<file path="src/rtl/rv32_pkg.sv">
// Shared types and constants for the memory port arbiter.
// Contents: arbiter state enum, owner enum, control no-op code, memory request
// payload struct and a store-detect helper.
package rv32_pkg;

  localparam int unsigned XLEN   = 32;
  localparam int unsigned CTRL_W = 3;

  // Control code meaning "no access of this kind".
  localparam logic [CTRL_W-1:0] CTRL_NOP = 3'd7;

  typedef enum logic [1:0] {
    IDLE    = 2'd0,
    IF_BUSY = 2'd1,
    D_BUSY  = 2'd2
  } arb_state_t;

  typedef enum logic {
    OWN_IF = 1'b0,
    OWN_D  = 1'b1
  } arb_owner_t;

  // Fields presented to the memory for one access.
  typedef struct packed {
    logic [XLEN-1:0]   addr;
    logic [XLEN-1:0]   wdata;
    logic [CTRL_W-1:0] readcontrol;
    logic [CTRL_W-1:0] writecontrol;
  } mem_req_t;

  function automatic logic is_store_op(input logic [CTRL_W-1:0] wc);
    return wc != CTRL_NOP;
  endfunction

endpackage

</file>
<file path="src/rtl/mem_port_arbiter_if.sv">
// Bus bundle between the fetch/data requesters, the arbiter and the memory.
// Modports:
//   slave  - arbiter view: requests and memory response in, grants,
//            completions and memory command out.
//   master - environment view: the mirror image of slave.
interface mem_port_arbiter_if;
  import rv32_pkg::*;

  logic              if_req;
  logic [XLEN-1:0]   if_addr;
  logic              if_gnt;
  logic              if_valid;
  logic [XLEN-1:0]   if_rdata;

  logic              d_req;
  logic [XLEN-1:0]   d_addr;
  logic [XLEN-1:0]   d_wdata;
  logic [CTRL_W-1:0] d_readcontrol;
  logic [CTRL_W-1:0] d_writecontrol;
  logic              d_gnt;
  logic              d_valid;
  logic [XLEN-1:0]   d_rdata;

  logic              mem_en;
  logic [XLEN-1:0]   mem_addr;
  logic [XLEN-1:0]   mem_wdata;
  logic [CTRL_W-1:0] mem_readcontrol;
  logic [CTRL_W-1:0] mem_writecontrol;
  logic [XLEN-1:0]   mem_rdata;
  logic              mem_ready;

  modport slave (
    input  if_req, if_addr,
    input  d_req, d_addr, d_wdata, d_readcontrol, d_writecontrol,
    input  mem_rdata, mem_ready,
    output if_gnt, if_valid, if_rdata,
    output d_gnt, d_valid, d_rdata,
    output mem_en, mem_addr, mem_wdata, mem_readcontrol, mem_writecontrol
  );

  modport master (
    output if_req, if_addr,
    output d_req, d_addr, d_wdata, d_readcontrol, d_writecontrol,
    output mem_rdata, mem_ready,
    input  if_gnt, if_valid, if_rdata,
    input  d_gnt, d_valid, d_rdata,
    input  mem_en, mem_addr, mem_wdata, mem_readcontrol, mem_writecontrol
  );

endinterface

</file>
<file path="src/rtl/mem_arb_timer.sv">
// Busy-cycle counter for the memory port arbiter.
// Ports: clk, rst (sync, active high); clear zeroes the count; enable counts
// one busy cycle; expired is high during the TIMEOUT_CYC-th enabled cycle.
module mem_arb_timer #(
  parameter int unsigned TIMEOUT_CYC = 16
) (
  input  logic clk,
  input  logic rst,
  input  logic clear,
  input  logic enable,
  output logic expired
);

  localparam int unsigned CNT_W = $clog2(TIMEOUT_CYC + 1);

  logic [CNT_W-1:0] cnt;

  // Count completed busy cycles; holds once the limit is hit.
  always_ff @(posedge clk) begin
    if (rst || clear) begin
      cnt <= '0;
    end else if (enable && !expired) begin
      cnt <= cnt + CNT_W'(1);
    end
  end

  // Decoded from the registered count so the abort lands on the last busy cycle.
  assign expired = enable && (cnt == CNT_W'(TIMEOUT_CYC - 1));

endmodule

</file>
<file path="src/rtl/mem_port_arbiter.sv">
// Arbitrates one memory port between instruction fetch and data accesses.
// Ports: clk, rst (sync, active high), hlt (blocks new grants), bus
// (mem_port_arbiter_if.slave: fetch/data requests, grants, completions and
// memory command/response), err (sticky timeout flag).
// Grants are issued combinationally from IDLE; everything else is registered.
// Build option: MEM_ARB_ROUND_ROBIN_EN selects round-robin on contention,
// otherwise data has fixed priority over fetch.
module mem_port_arbiter
  import rv32_pkg::*;
#(
  parameter int unsigned TIMEOUT_CYC = 16
) (
  input  logic              clk,
  input  logic              rst,
  input  logic              hlt,
  mem_port_arbiter_if.slave bus,
  output logic              err
);

  arb_state_t      state;
  logic            is_store;
  logic            busy;
  logic            expired;
  logic            grant_c;
  logic            pick_d_c;
  logic [XLEN-1:0] rsp_data_c;
  mem_req_t        req_sel_c;

  assign busy    = (state != IDLE);
  assign grant_c = !rst && !hlt && (state == IDLE) && (bus.if_req || bus.d_req);

`ifdef MEM_ARB_ROUND_ROBIN_EN
  arb_owner_t last_owner;

  // Reset to fetch so that data wins the first contention.
  always_ff @(posedge clk) begin
    if (rst) begin
      last_owner <= OWN_IF;
    end else if (grant_c) begin
      last_owner <= pick_d_c ? OWN_D : OWN_IF;
    end
  end

  assign pick_d_c = bus.d_req && (!bus.if_req || (last_owner == OWN_IF));
`else
  assign pick_d_c = bus.d_req;
`endif

  assign bus.d_gnt  = grant_c && pick_d_c;
  assign bus.if_gnt = grant_c && !pick_d_c;

  // Memory command for the requester about to be granted.
  always_comb begin
    req_sel_c.addr         = bus.if_addr;
    req_sel_c.wdata        = '0;
    req_sel_c.readcontrol  = CTRL_NOP;
    req_sel_c.writecontrol = CTRL_NOP;
    if (pick_d_c) begin
      req_sel_c.addr         = bus.d_addr;
      req_sel_c.wdata        = bus.d_wdata;
      req_sel_c.writecontrol = bus.d_writecontrol;
      req_sel_c.readcontrol  = is_store_op(bus.d_writecontrol) ? CTRL_NOP : bus.d_readcontrol;
    end
  end

  // Stores and timeouts complete with zero data.
  assign rsp_data_c = (bus.mem_ready && !is_store) ? bus.mem_rdata : '0;

  mem_arb_timer #(
    .TIMEOUT_CYC(TIMEOUT_CYC)
  ) u_timer (
    .clk    (clk),
    .rst    (rst),
    .clear  (!busy),
    .enable (busy),
    .expired(expired)
  );

  // Arbiter FSM with registered memory command and completion outputs.
  always_ff @(posedge clk) begin
    if (rst) begin
      state                <= IDLE;
      is_store             <= 1'b0;
      err                  <= 1'b0;
      bus.if_valid         <= 1'b0;
      bus.if_rdata         <= '0;
      bus.d_valid          <= 1'b0;
      bus.d_rdata          <= '0;
      bus.mem_en           <= 1'b0;
      bus.mem_addr         <= '0;
      bus.mem_wdata        <= '0;
      bus.mem_readcontrol  <= CTRL_NOP;
      bus.mem_writecontrol <= CTRL_NOP;
    end else begin
      bus.if_valid <= 1'b0;
      bus.d_valid  <= 1'b0;
      case (state)
        IDLE: begin
          if (grant_c) begin
            state                <= pick_d_c ? D_BUSY : IF_BUSY;
            is_store             <= pick_d_c && is_store_op(bus.d_writecontrol);
            bus.mem_en           <= 1'b1;
            bus.mem_addr         <= req_sel_c.addr;
            bus.mem_wdata        <= req_sel_c.wdata;
            bus.mem_readcontrol  <= req_sel_c.readcontrol;
            bus.mem_writecontrol <= req_sel_c.writecontrol;
          end
        end
        IF_BUSY, D_BUSY: begin
          // mem_ready wins over a timeout landing in the same cycle.
          if (bus.mem_ready || expired) begin
            state                <= IDLE;
            bus.mem_en           <= 1'b0;
            bus.mem_readcontrol  <= CTRL_NOP;
            bus.mem_writecontrol <= CTRL_NOP;
            if (!bus.mem_ready) begin
              err <= 1'b1;
            end
            if (state == IF_BUSY) begin
              bus.if_valid <= 1'b1;
              bus.if_rdata <= rsp_data_c;
            end else begin
              bus.d_valid <= 1'b1;
              bus.d_rdata <= rsp_data_c;
            end
          end
        end
        default: state <= IDLE;
      endcase
    end
  end

endmodule

</file>
<file path="src/flat_wrapper.sv">
// flat-port wrapper written by rule: the top's interface ports become plain ports
module mem_port_arbiter_flat import rv32_pkg::*;
#(
  parameter int unsigned TIMEOUT_CYC = 16
)
  (clk, rst, hlt, err, bus_if_req, bus_if_addr, bus_d_req, bus_d_addr, bus_d_wdata, bus_d_readcontrol, bus_d_writecontrol, bus_mem_rdata, bus_mem_ready, bus_if_gnt, bus_if_valid, bus_if_rdata, bus_d_gnt, bus_d_valid, bus_d_rdata, bus_mem_en, bus_mem_addr, bus_mem_wdata, bus_mem_readcontrol, bus_mem_writecontrol);
  mem_port_arbiter_if bus_i ();
  input  logic clk;
  input  logic rst;
  input  logic hlt;
  output logic err;
  input wire logic [$bits(bus_i.if_req)-1:0] bus_if_req;
  input wire logic [$bits(bus_i.if_addr)-1:0] bus_if_addr;
  input wire logic [$bits(bus_i.d_req)-1:0] bus_d_req;
  input wire logic [$bits(bus_i.d_addr)-1:0] bus_d_addr;
  input wire logic [$bits(bus_i.d_wdata)-1:0] bus_d_wdata;
  input wire logic [$bits(bus_i.d_readcontrol)-1:0] bus_d_readcontrol;
  input wire logic [$bits(bus_i.d_writecontrol)-1:0] bus_d_writecontrol;
  input wire logic [$bits(bus_i.mem_rdata)-1:0] bus_mem_rdata;
  input wire logic [$bits(bus_i.mem_ready)-1:0] bus_mem_ready;
  output wire logic [$bits(bus_i.if_gnt)-1:0] bus_if_gnt;
  output wire logic [$bits(bus_i.if_valid)-1:0] bus_if_valid;
  output wire logic [$bits(bus_i.if_rdata)-1:0] bus_if_rdata;
  output wire logic [$bits(bus_i.d_gnt)-1:0] bus_d_gnt;
  output wire logic [$bits(bus_i.d_valid)-1:0] bus_d_valid;
  output wire logic [$bits(bus_i.d_rdata)-1:0] bus_d_rdata;
  output wire logic [$bits(bus_i.mem_en)-1:0] bus_mem_en;
  output wire logic [$bits(bus_i.mem_addr)-1:0] bus_mem_addr;
  output wire logic [$bits(bus_i.mem_wdata)-1:0] bus_mem_wdata;
  output wire logic [$bits(bus_i.mem_readcontrol)-1:0] bus_mem_readcontrol;
  output wire logic [$bits(bus_i.mem_writecontrol)-1:0] bus_mem_writecontrol;
  assign bus_i.if_req = bus_if_req;
  assign bus_i.if_addr = bus_if_addr;
  assign bus_i.d_req = bus_d_req;
  assign bus_i.d_addr = bus_d_addr;
  assign bus_i.d_wdata = bus_d_wdata;
  assign bus_i.d_readcontrol = bus_d_readcontrol;
  assign bus_i.d_writecontrol = bus_d_writecontrol;
  assign bus_i.mem_rdata = bus_mem_rdata;
  assign bus_i.mem_ready = bus_mem_ready;
  assign bus_if_gnt = bus_i.if_gnt;
  assign bus_if_valid = bus_i.if_valid;
  assign bus_if_rdata = bus_i.if_rdata;
  assign bus_d_gnt = bus_i.d_gnt;
  assign bus_d_valid = bus_i.d_valid;
  assign bus_d_rdata = bus_i.d_rdata;
  assign bus_mem_en = bus_i.mem_en;
  assign bus_mem_addr = bus_i.mem_addr;
  assign bus_mem_wdata = bus_i.mem_wdata;
  assign bus_mem_readcontrol = bus_i.mem_readcontrol;
  assign bus_mem_writecontrol = bus_i.mem_writecontrol;
  mem_port_arbiter #(.TIMEOUT_CYC(TIMEOUT_CYC)) u_core (.clk(clk), .rst(rst), .hlt(hlt), .bus(bus_i), .err(err));
endmodule
</file>
<file path="config.mk">
export PLATFORM = sky130hd
export DESIGN_NAME = mem_port_arbiter_flat
export DESIGN_NICKNAME = d
export VERILOG_FILES = /design/src/rtl/rv32_pkg.sv /design/src/rtl/mem_port_arbiter_if.sv /design/src/rtl/mem_arb_timer.sv /design/src/rtl/mem_port_arbiter.sv /design/src/flat_wrapper.sv
export SDC_FILE = /design/constraint.sdc
export NUM_CORES = 1
export LEC_CHECK = 0
export BUFFER_PORTS_ARGS = -buffer_cell sky130_fd_sc_hd__buf_2
export CORE_ASPECT_RATIO = 1.4
export CORE_MARGIN = 10
export CORE_UTILIZATION = 42
export DETAILED_ROUTE_END_ITERATION = 6
export PLACE_DENSITY_LB_ADDON = 0.2
export REMOVE_ABC_BUFFERS = 1
export SKIP_CTS_REPAIR_TIMING = 1
export SYNTH_ARGS = -nofsm -noshare
export SYNTH_HDL_FRONTEND = slang
export SYNTH_SLANG_ARGS = --single-unit
</file>
<file path="constraint.sdc">
create_clock -name clk -period 2 [get_ports clk]
set_clock_uncertainty 0.05 [all_clocks]
set_input_delay 0.3 -clock clk [delete_from_list [all_inputs] [get_ports clk]]
set_output_delay 0.3 -clock clk [all_outputs]
set_load 0.01 [all_outputs]
</file>
==> impl_metrics.env, run 1 <==
export IMPL_status="completed"
export IMPL_worstSetupPathType="flip-flop to output port"
export IMPL_slew_headroom_pct=36.16
export IMPL_post_route_min_period_ps=1951
export IMPL_r2r_cells=7
export IMPL_vias_per_cell=4.933
export IMPL_synth_area_leader_cell="dfxtp_1"
export IMPL_yosysMostFrequentCell="dfxtp_1"
export IMPL_final_layout_size_suffix_gt1_share_pct=40.82
export IMPL_use_met1_pct=21.41
export IMPL_die_x_um=120.1
export IMPL_drt_iter0_drc=319
export IMPL_overflow=0
export IMPL_grt_busiest_layer="met2"
export IMPL_ioPinCount=280
export IMPL_first_pass_iters=5
export IMPL_totalWireLength_um=19410
export IMPL_clock_latency_ps=400
export IMPL_hpwl_um=14170
export IMPL_ff_latch_area_sq_mm=0.002928
export IMPL_synth_top_cell_area_share_pct=49.61
export IMPL_grt_max_degree=76
export IMPL_crit_required_ps=1650
export IMPL_setup_viol=0
export IMPL_dieArea_sq_mm=0.01923
export IMPL_met2_usage_pct=32.25
export IMPL_p_per_area_mw_per_mm2=854.8
export IMPL_grt_pass1_wl_um=29660
export IMPL_reg2reg_from="u_core.u_timer.cnt[0]"
export IMPL_worstHoldEndpoint="u_core.bus.d_rdata[13]"
export IMPL_numPlacedInstances=1099
export IMPL_netlist_area_sq_mm=0.005892
export IMPL_ant_nets=0
export IMPL_cp_arrival_ps=1600
export IMPL_grtUsageTotal_pct=18.93
export IMPL_nNetsFinal=1087
export IMPL_path_cells="inv_2 > ha_4 > nor3b_4 > buf_6 > and3b_1 > buf_2"
export IMPL_cp_slowest_stage_delay_ps=320
export IMPL_clock_path_buffers=2
export IMPL_hold_viol_final=0
export IMPL_cp_max_fo=4
export IMPL_slowest_stage="dfxtp_2"
export IMPL_p_leak_nw=3.692
export IMPL_grt_util_met3_pct=6.422
export IMPL_drc_errors=0
export IMPL_fmax_mhz=512.6
export IMPL_via_count=5619
export IMPL_drt_wirelength_per_cell_um=17.04
export IMPL_worst_r2r_setup_slack_ps=120
export IMPL_ys_types=36
export IMPL_cts_root_buf="clkbuf_16"
export IMPL_hold_path_depth=3
export IMPL_synth_edf_count=0
export IMPL_synth_warning_count=0
export IMPL_syn_instance_count=667
export IMPL_netlist_top_cells_area="dfxtp_1 50%, a21oi_1 8.5%, nand3_1 8.3%, mux2i_1 6.6%, nand2_1 6.2%"
export IMPL_clk_pin_slew_ps=60
export IMPL_fin_cells=1139
export IMPL_die_h_um=160.1
export IMPL_vdd_drop_max_v=0.0005500
export IMPL_async_reset_ff_share_pct=0
export IMPL_maxSlewViolCount=0
export IMPL_cts_sinks=146
export IMPL_cap_violations=0
export IMPL_multiInputGateArea_sq_mm=0.002744
export IMPL_syn_area_per_cell_sq_um=8.833
export IMPL_crit_path_start_kind="flip-flop"
export IMPL_gp_congestion=0.8191
export IMPL_cts_made_buffers=17
export IMPL_hold_path_class="primary input to flip-flop"
export IMPL_syn_to_final_growth_pct=40.14
export IMPL_rsz0062_at_grt="yes"
export IMPL_hp_start="bus_mem_rdata[13]"
export IMPL_core_sq_mm=0.01385
export IMPL_cts_htree_levels=4
export IMPL_num_rows=51
export IMPL_yosysSeqAreaShare_pct=49.61
export IMPL_antenna_found_initial=1
export IMPL_tightest_slew_ps=957.6
export IMPL_fin_crit_sh_pct=97.54
export IMPL_synth_seq_cells=146
export IMPL_dp_slack_ps=24.77
export IMPL_synthTopCellsByCount="146 x dfxtp_1, 100 x a21oi_1, 98 x nand2_1, 98 x nand3_1, 49 x nor2_1"
export IMPL_crit_path_end_kind="output port"
export IMPL_start_util_pct=42.55
export IMPL_nFillCells=1326
export IMPL_port_buffers=279
export IMPL_grt_pass1_vias=5422
export IMPL_cts_tree="done"
export IMPL_ys_flop_type="dfxtp_1"
export IMPL_fin_ws_ps=49.30
export IMPL_timing_rr_end="u_core.bus.mem_en"
-- area by class of cell --
class,instances,area share (%)
clock inverters,12,1.606
flip-flops and latches,146,35.46
inverters,4,0.1818
clock buffers,20,5.410
repair buffers,312,21.28
well taps,185,2.803
multi-input cells,459,33.23
diodes,1,0.03031
-- kinds of logic (layout without fill, tap and decap cells) --
logic type | Yosys count | in the layout | synth area share, %
XOR/XNOR | 3 | 3 | 0.4460
flip-flops | 146 | 146 | 49.61
adder cells (fa/ha/maj) | 7 | 7 | 1.486
AO/OA/AOI/OAI | 141 | 141 | 16.14
multiplexers | 39 | 39 | 6.626
other | 0 | 1 | 0
buffers and inverters | 62 | 348 | 5.033
AND/OR/NAND/NOR | 269 | 269 | 20.66
-- sequential cells by signal, summed over array words and instances (netlist names) --
register and flops:
u_core.bus.mem_wdata 32, u_core.err 1, u_core.bus.d_rdata 32, u_core.bus.d_valid 1, u_core.u_timer.cnt 5, u_core.state 2
u_core.bus.if_rdata 32, u_core.bus.mem_writecontrol 3, u_core.bus.mem_readcontrol 3, u_core.bus.if_valid 1, u_core.bus.mem_en 1, u_core.is_store 1
u_core.bus.mem_addr 32
-- worst max path at each step --
stage	start	endpoint	slack, ps	depth (start not counted)
floorplan	u_core.state[0]	u_core.bus.mem_addr[0]	-2960	6
global placement	u_core.u_timer.cnt[0]	u_core.bus.d_rdata[20]	80	8
detailed placement	u_core.u_timer.cnt[0]	u_core.bus.d_rdata[15]	20	8
CTS	u_core.state[1]	bus_if_gnt	-190	6
global route	u_core.state[1]	bus_if_gnt	-50	6
finish	u_core.state[1]	bus_if_gnt	50	6
-- cells in the final DEF (no fill, tap or decap), drive strengths merged, types with 3 or more instances in the layout --
cell type,netlist,routed
nand2,98,98
nand3,98,98
nor3,6,6
ha,7,7
nor2b,4,4
clkinvlp,0,3
clkinv,0,5
inv,4,6
a211oi,32,32
mux2i,39,39
nor2,49,49
o21ai,3,3
buf,33,311
a21oi,100,100
clkbuf,25,21
dfxtp,146,146
-- routing by layer --
layer / vias to the layer above / part of all wire [%]
met5: - / 0
met4: 0 / 1.8
met3: 19 / 7.1
met2: 180 / 51
met1: 2569 / 40
li1: 2851 / -
-- worst max-delay path: cells and delay by family, from the launching register on --
kind | cells | cell delay [ps]
adder cells (fa/ha/maj) | 1 | 150
buffers and inverters | 3 | 350
AND/OR/NAND/NOR | 2 | 370
flip-flops | 1 | 320
-- through the flow --
step / instance area, sq um / TNS (ps) / util [%] / power (mW) / hold WS [ps]
floorplan: 5610 / -172200 / - / 3.484 / 314.6
global placement: 7537 / 0 / 54.43 / 3.962 / 385.0
detailed placement: 7537 / 0 / 54.43 / 3.965 / 389.7
CTS: 8117 / -337.5 / 58.62 / 7.096 / 78.41
global route: 8254 / -64.45 / 59.61 / 7.340 / 82.03
finish: 8257 / 0 / 59.63 / 7.058 / 93.73
-- report_power, final --
group | switching, mW | internal (mW)
Clock | 1.25 | 1.87
Sequential | 0.0457 | 3.01
Combinational | 0.495 | 0.384
Total | 1.79 | 5.26
(Power assumes the default switching activity.)
==> inputs of run 2 (changes only) <==
CORE_UTILIZATION = 45   (was 42)
clock period = 1.8 ns   (was 2 ns; I/O delays follow)
==> run 2 against run 1 <==
The flow now finishes with violations (negative setup slack). Power increased by 19%. First-iteration DRC count grew 5.3%. Via count is 7.5% higher. Worst setup slack got worse by 220 ps. Flip-flop and latch count did not move. Global-route usage increased by 1.0 points. Critical path depth up 2. Design area increased by 15%. Largest power group unchanged.
==> impl_metrics.env, run 2 (same netlist as run 1, synthesis figures left out) <==
export IMPL_ioPinCount=280
export IMPL_port_buffers=279
export IMPL_cts_sinks=146
export IMPL_fmax_mhz=506.8
export IMPL_crit_path_start_kind="flip-flop"
export IMPL_cp_arrival_ps=2260
export IMPL_clock_latency_ps=410
export IMPL_maxSlewViolCount=0
export IMPL_swShare_pct=25.58
export IMPL_comb_power_share_pct=13.8
export IMPL_crit_path_end_kind="flip-flop"
export IMPL_overflow=0
export IMPL_drt_iter0_drc=336
export IMPL_crit_required_ps=2090
export IMPL_worstSetupPathType="flip-flop to flip-flop"
export IMPL_hold_path_class="primary input to flip-flop"
export IMPL_layout_common_cells="276 x buf_2, 142 x dfxtp_1, 64 x nand3_1"
export IMPL_clk_pin_slew_ps=60
export IMPL_cts_htree_levels=4
export IMPL_mostFrequentLayoutCell="buf_2"
export IMPL_slew_headroom_pct=72.04
export IMPL_cap_violations=0
export IMPL_reg2reg_from="u_core.u_timer.cnt[1]"
export IMPL_cts_made_buffers=17
export IMPL_core_sq_mm=0.01281
export IMPL_syn_to_final_growth_pct=61.03
export IMPL_hp_start="bus_mem_rdata[31]"
export IMPL_final_cell_area_sq_mm=0.009488
export IMPL_p_leak_nw=4.014
export IMPL_postPlaceCellArea_sq_mm=0.007575
export IMPL_clock_path_buffers=2
export IMPL_antenna_found_initial=1
export IMPL_slowest_stage="dfxtp_2"
export IMPL_via_count=6041
export IMPL_final_layout_size_suffix_gt1_share_pct=57.16
export IMPL_grtUsageTotal_pct=19.94
export IMPL_first_pass_iters=4
export IMPL_drc_errors=0
export IMPL_gp_congestion=0.7863
export IMPL_fin_cells=1125
export IMPL_cts_tree="done"
export IMPL_crit_family="simple AND/OR/NAND/NOR gates"
export IMPL_grt_pass1_vias=5630
export IMPL_rsz0062_at_grt="yes"
export IMPL_path_buf_inv=1
export IMPL_hpwl_um=14040
export IMPL_cp_max_fo=12
export IMPL_num_rows=49
export IMPL_crit_top_cell="ha_4"
export IMPL_cp_slowest_stage_delay_ps=350
export IMPL_cts_root_buf="clkbuf_16"
export IMPL_violations="negative setup slack"
export IMPL_ant_nets=0
export IMPL_grt_max_degree=71
export IMPL_vdd_drop_max_v=0.0006392
export IMPL_p_int_mw=6.230
export IMPL_post_route_util_pct=74.05
export IMPL_vias_per_cell=5.370
export IMPL_seq_power_share_pct=40.6
export IMPL_totalWireLength_um=22570
export IMPL_total_power_mw=8.371
export IMPL_nNetsFinal=1105
export IMPL_crit_path_start="u_core.u_timer.cnt[1]"
export IMPL_drt_wirelength_per_cell_um=20.06
export IMPL_fin_ws_ps=-173.0
export IMPL_status="complete, but fails checks"
export IMPL_grt_pass1_wl_um=29050
export IMPL_start_util_pct=45.98
export IMPL_p_per_area_mw_per_mm2=882.3
export IMPL_setup_viol=50
export IMPL_die_x_um=116.7
export IMPL_p_switching_mw=2.141
export IMPL_hold_viol_final=0
export IMPL_dieArea_sq_mm=0.01813
export IMPL_path_cells="ha_4 > and3_4 > ha_4 > and2b_4 > o21a_4 > buf_12 > nand3_1 > a21oi_2"
export IMPL_die_h_um=155.4
export IMPL_fin_crit_sh_pct=109.6
export IMPL_clkPwrFrac_pct=45.6
export IMPL_tightest_slew_ps=419.3
export IMPL_post_route_min_period_ps=1973
export IMPL_numPlacedInstances=1069
==> run 2: cell count changes in the layout (fill, tap and decap cells not counted), moves of 5 or more <==
cell,previous run,this run
a21oi_1,100,46
a21oi_2,0,54
nand2_1,98,47
nand2_4,0,46
nand3_1,98,64
nand3_2,0,29
buf_12,6,15
clkbuf_16,18,25
nand2_2,0,5
nand3_4,0,5
==> run 2: final timing paths <==
check	to	slack [ps]	depth (start not counted)
hold reg to reg	u_core.bus.mem_wdata[4]	400	2
setup reg to reg	u_core.bus.d_rdata[19]	-170	8
hold / removal	u_core.bus.d_rdata[31]	60	3
setup / recovery	u_core.bus.d_rdata[19]	-170	8
==> run 2: layer usage <==
metal	part of all wire [%]	track usage, %	vias to the layer above
met5	0	0	-
met2	53	35.78	254
met3	7.1	5.620	55
li1	-	-	2905
met1	37	21.44	2827
met4	3.2	7.202	0
==> run 2: area by class of cell <==
class,count,area (sq um)
Fill cell,942,3326
Clock buffer,18,439.2
Clock inverter,14,203.9
Antenna cell,1,2.502
Timing Repair Buffer,330,2141
Inverter,4,15.01
Multi-Input combinational cell,459,3567
Tap cell,153,191.4
Sequential cell,146,2928
==> run 2: through the flow <==
step / setup TNS, ps / setup WS [ps] / hold WS (ps)
after floorplan: -199500 / -3160 / 284.6
after global placement: -434.7 / -57.56 / 385.1
after detailed placement: -2128 / -80.80 / 390.8
after CTS: -3761 / -386.8 / 56.63
after global routing: -5713 / -216.9 / 59.11
final: -1904 / -173.0 / 63.95
==> run 2: worst min-delay path: stages <==
cell	delay, ps
buf_2	110
nand3_2	60
a21oi_2	50
==> run 2: power groups by stage <==
stage,sequential (mW),combinational [mW],clock (mW)
floorplan,3.51,0.361,0
global placement,3.45,0.960,0
detailed placement,3.46,0.967,0
CTS,3.39,0.970,3.85
global route,3.41,1.24,4.01
finish,3.40,1.16,3.81
